$ cat src/rtl/data_memory_if.sv
// Load/store port between the memory-access stage (master) and data_memory (slave).
interface data_memory_if #(
  parameter int ADDR_W = 8,
  parameter int DATA_W = 16
);
  logic [ADDR_W-1:0] address_to_main_memory;
  logic              data_to_memory_write_en;
  logic [DATA_W-1:0] data_to_main_memory;
  logic [DATA_W-1:0] data_from_main_memory;
  logic              mem_ready;

  modport master (
    output address_to_main_memory,
    output data_to_memory_write_en,
    output data_to_main_memory,
    input  data_from_main_memory,
    input  mem_ready
  );

  modport slave (
    input  address_to_main_memory,
    input  data_to_memory_write_en,
    input  data_to_main_memory,
    output data_from_main_memory,
    output mem_ready
  );
endinterface

$ cat src/rtl/data_memory.sv
// Main data memory: combinational read, synchronous write, DEPTH x DATA_W array.
// Define DATA_MEM_CLEAR_EN to compile in the reset-time zeroing sweep gated by mem_ready.
module data_memory #(
  parameter int ADDR_W = 8,
  parameter int DATA_W = 16,
  parameter int DEPTH  = 256
) (
  input  logic            clk,
  input  logic            rst_n,
  data_memory_if.slave    bus
);

  logic [DATA_W-1:0] mem [DEPTH];

  logic              mem_we;
  logic [ADDR_W-1:0] mem_waddr;
  logic [DATA_W-1:0] mem_wdata;
  logic              ready;

`ifdef DATA_MEM_CLEAR_EN

  typedef enum logic {
    CLEAR = 1'b0,
    READY = 1'b1
  } state_t;

  state_t            state;
  state_t            state_nxt;
  logic [ADDR_W-1:0] clr_idx;
  logic [ADDR_W-1:0] clr_idx_nxt;

  always_ff @(posedge clk or negedge rst_n) begin
    if (!rst_n) begin
      state   <= CLEAR;
      clr_idx <= '0;
    end else begin
      state   <= state_nxt;
      clr_idx <= clr_idx_nxt;
    end
  end

  // The sweep owns the write port in CLEAR; user writes only reach it in READY.
  always_comb begin
    state_nxt   = state;
    clr_idx_nxt = clr_idx;
    mem_we      = 1'b0;
    mem_waddr   = bus.address_to_main_memory;
    mem_wdata   = bus.data_to_main_memory;
    case (state)
      CLEAR: begin
        mem_we      = 1'b1;
        mem_waddr   = clr_idx;
        mem_wdata   = '0;
        clr_idx_nxt = clr_idx + 1'b1;
        if (clr_idx == ADDR_W'(DEPTH - 1)) begin
          state_nxt = READY;
        end
      end
      READY: begin
        mem_we = bus.data_to_memory_write_en;
      end
      default: begin
        state_nxt = CLEAR;
      end
    endcase
  end

  // ready is a decode of the state register alone, so it is glitch-free and registered.
  assign ready = (state == READY);

  always_comb begin
    bus.data_from_main_memory = '0;
    if (ready) begin
      bus.data_from_main_memory = mem[bus.address_to_main_memory];
    end
  end

`else

  logic unused_rst_n;
  assign unused_rst_n = rst_n;

  assign ready     = 1'b1;
  assign mem_we    = bus.data_to_memory_write_en;
  assign mem_waddr = bus.address_to_main_memory;
  assign mem_wdata = bus.data_to_main_memory;

  assign bus.data_from_main_memory = mem[bus.address_to_main_memory];

`endif

  assign bus.mem_ready = ready;

  always_ff @(posedge clk) begin
    if (mem_we) begin
      mem[mem_waddr] <= mem_wdata;
    end
  end

`ifndef SYNTHESIS
  a_we_known: assert property (@(posedge clk) ready |-> !$isunknown(bus.data_to_memory_write_en));
`endif

endmodule

$ cat src/flat_wrapper.sv
// flat-port wrapper written by rule: the top's interface ports become plain ports
module data_memory_flat 
#(
  parameter int ADDR_W = 8,
  parameter int DATA_W = 16,
  parameter int DEPTH  = 256
)
  (clk, rst_n, bus_address_to_main_memory, bus_data_to_memory_write_en, bus_data_to_main_memory, bus_data_from_main_memory, bus_mem_ready);
  data_memory_if #(.ADDR_W(ADDR_W), .DATA_W(DATA_W)) bus_i ();
  input  logic clk;
  input  logic rst_n;
  input wire logic [$bits(bus_i.address_to_main_memory)-1:0] bus_address_to_main_memory;
  input wire logic [$bits(bus_i.data_to_memory_write_en)-1:0] bus_data_to_memory_write_en;
  input wire logic [$bits(bus_i.data_to_main_memory)-1:0] bus_data_to_main_memory;
  output wire logic [$bits(bus_i.data_from_main_memory)-1:0] bus_data_from_main_memory;
  output wire logic [$bits(bus_i.mem_ready)-1:0] bus_mem_ready;
  assign bus_i.address_to_main_memory = bus_address_to_main_memory;
  assign bus_i.data_to_memory_write_en = bus_data_to_memory_write_en;
  assign bus_i.data_to_main_memory = bus_data_to_main_memory;
  assign bus_data_from_main_memory = bus_i.data_from_main_memory;
  assign bus_mem_ready = bus_i.mem_ready;
  data_memory #(.ADDR_W(ADDR_W), .DATA_W(DATA_W), .DEPTH(DEPTH)) u_core (.clk(clk), .rst_n(rst_n), .bus(bus_i));
endmodule
$ cat config.mk
export PLATFORM = sky130hd
export DESIGN_NAME = data_memory_flat
export DESIGN_NICKNAME = d
export VERILOG_FILES = /design/src/rtl/data_memory_if.sv /design/src/rtl/data_memory.sv /design/src/flat_wrapper.sv
export SDC_FILE = /design/constraint.sdc
export NUM_CORES = 2
export LEC_CHECK = 0
export BUFFER_PORTS_ARGS = -buffer_cell sky130_fd_sc_hd__buf_2
export CORE_UTILIZATION = 40
export DETAILED_ROUTE_END_ITERATION = 10
export GPL_TIMING_DRIVEN = 0
export SLEW_MARGIN = 20
export SYNTH_ARGS = -nofsm -noshare
export SYNTH_HDL_FRONTEND = slang
export SYNTH_SLANG_ARGS = --single-unit
$ cat constraint.sdc
create_clock -name clk -period 3.73 [get_ports clk]
set_clock_uncertainty 0.2 [all_clocks]
set_input_delay 0.373 -clock clk [delete_from_list [all_inputs] [get_ports clk]]
set_output_delay 0.373 -clock clk [all_outputs]
set_load 0.05 [all_outputs]
==> reports/results.txt <==
outcome: complete, but fails checks
failing checks: negative setup slack
Final Cycle Share: 121%
CTS sink count: 4096
crit path cell chain: buf_2 > nand2b_1 > clkdlybuf4s15_1 > buf_1 > a21oi_2 > o41ai_4 > nand4_1 > buf_6
Mean Syn Cell Area: 23.1 um^2
Leak: 56.5 nW
Final Net Count: 7567
antenna violations before repair: 14
Root Driver: clkbuf_16
Synth Instances: 6713
P&R area growth vs syn: 19.1%
final cell count without fillers: 13100
final setup violation count: 103
I/O pins: 44
async set-or-reset flop fraction in the synthesized netlist: 0%
Hold Path Stages: 3
dpl hpwl: 305000 um
CTS buffer count: 417
Least-Margin Pin Slew: 1370 ps
CP Depth: 8
final-layout fill cell count: 31000
synth cell count leaders: edfxtp_1 (4096), mux4_2 (1024), a22oi_1 (512)
RSZ-0062 raised after global routing: true
clock period minus worst slack: 4510 ps
CTS HTree Levels: 5
Setup TNS: -15870 ps
number of remaining DRC errors: 0
sequential area share after synthesis: 79.3%
worst path buffer plus inverter count: 4
row count: 228
Post-DRT Antenna Nets: 0
DIE HEIGHT: 625 um
CP peak stage delay: 720 ps
Starting Density: 40.2%
Pre-antenna DRT Iters: 5
Congestion Overflow GR: 0
Biggest register: u_core.mem
Reg area: 0.123 mm^2
Worst EP required: 3160 ps
Core Area: 0.386 mm^2
Synth cell types: 22
Pwr per Cell Area: 532 mW/mm^2
final wirelength: 451000 um
Final WS setup: -784 ps
IR drop worst, VDD: 0.000436 V
crit path max fanout: 10
first-pass GRT wire length: 620000 um
Placed Cells: 12300
vias in the first global route: 77100
syn_nets: 6740
port bufs: 37
Vias per Instance: 5.94
DIE WIDTH: 625 um
Startpoint Class: primary input
Syn. warnings: 0
clk buf depth: 4
area of the mapped netlist: 0.155 mm^2
largest registers: u_core.mem x4096
worst setup path category: in2out
min-delay worst type: in2reg
share of the synthesized area in the top cell type: 79.3%
count leader, synth: edfxtp_1
Top delay family on crit path: buffers and inverters
Max-slew headroom: 8.40%
Multi-input gate area: 0.0333 mm^2
total count of max-transition violations in the final report: 0
Seq cells post-synth: 4096
GRT Total Usage: 22.9%
share of cells above drive strength 1: 37.2%
leading area contributor after synthesis: edfxtp_1
CTS clock-pin slew for the worst setup and hold paths: 60 ps
max_cap viols: 0
Max Clk Rate: 0.222 GHz
WHS: 136 ps
largest cells by area after synthesis: edfxtp_1 (79%), mux4_2 (15%), a22oi_1 (2.5%)
gp weighted congestion: 0.912
vias: 77600
Power Total: 98.4 mW
CTS tree: yes
Slowest cell on crit path: clkdlybuf4s15_1
Die Area: 0.390 mm^2
Final Hold Fails: 0
largest net degree at the start of global routing: 115
1st-iter DRT viols: 10800
routed length per instance: 34.6 um
Data arrival, critical path: 3940 ps
Largest register FFs: 4096
Post-synth EDFFs: 4096
crit path capture type: output pin
Most used DFF post-synth: edfxtp_1
## kinds of logic (layout without fill, tap and decap cells)
kind of cell	Yosys count	after routing	synth area share [%]
and+or+nand+nor	338	338	0.909
muxes	1024	1024	14.9
other	1	5	0.00242
buffers and inverters	422	1592	1.25
DFF	4096	4096	79.3
AOI/OAI and AO/OA	832	832	3.67
## final timing paths
check,startpoint,to,slack (ps)
min,bus_data_to_memory_write_en,u_core.mem[197][13]$_DFFE_PP_,140
max,bus_address_to_main_memory[5],bus_data_from_main_memory[9],-780
## through the flow
stage | instance area (um^2) | setup WS (ps) | util (%)
after global routing | 185000 | -668 | 47.9
after floorplan | 155000 | 417 | -
final | 185000 | -784 | 47.9
after global placement | 162000 | -5300 | 41.9
after detailed placement | 168000 | -2950 | 43.5
after CTS | 184000 | -789 | 47.7
## placed cells by master, fill, tap and decap left out, types with 36 or more instances in the layout
| cell | netlist | final |
|---|---|---|
| a21oi_1 | 256 | 112 |
| clkinv_1 | 0 | 93 |
| mux4_2 | 1024 | 1024 |
| nor2_2 | 0 | 213 |
| a21oi_2 | 0 | 113 |
| clkbuf_16 | 0 | 422 |
| clkbuf_4 | 0 | 58 |
| buf_2 | 78 | 36 |
| buf_6 | 27 | 200 |
| clkbuf_2 | 0 | 84 |
| edfxtp_1 | 4096 | 4096 |
| a22oi_1 | 512 | 357 |
| clkbuf_1 | 258 | 171 |
| buf_8 | 0 | 122 |
| buf_4 | 15 | 116 |
| a22oi_2 | 0 | 155 |
| clkinv_2 | 0 | 86 |
| buf_16 | 0 | 40 |
| bufinv_16 | 0 | 52 |
## tightest hold or removal path, stage by stage
cell     delay, ps
buf_2          160
nand3_1        440
nor3_2         130
## report_power, final
group	switching [mW]	total, mW	internal (mW)
clock	17.8	42.1	24.3
sequential	0.0216	50.8	50.7
combinational	3.70	5.51	1.80
## per-layer routing
layer / track usage, % / wire (um) / up-vias
li1: - / - / 30800
met1: 32.1 / 177000 / 41800
met2: 35.1 / 207000 / 4301
met3: 4.51 / 44800 / 743
met4: 9.44 / 22200 / 4
met5: 0 / 219 / -
## timing repair
action	CTS	global route
gates resized for setup	659	207
setup buffers	1	10
endpoints found under the setup margin	3192	756
endpoints found under the hold margin	1685	0
gates cloned	1	0
pin swaps	67	60
hold buffers	16	0
## cell type report
class | count | share of cell area [%]
clock inverter | 270 | 1.53
buffer | 420 | 1.59
inverter | 1 | 0.00203
sequential | 4096 | 66.6
timing repair buffer | 409 | 2.93
antenna | 4 | 0.00542
clock buffer | 492 | 5.86
tap | 5175 | 3.50
multi-input combinational | 2195 | 18.0
No activity file was read; power rests on OpenSTA's default activity.
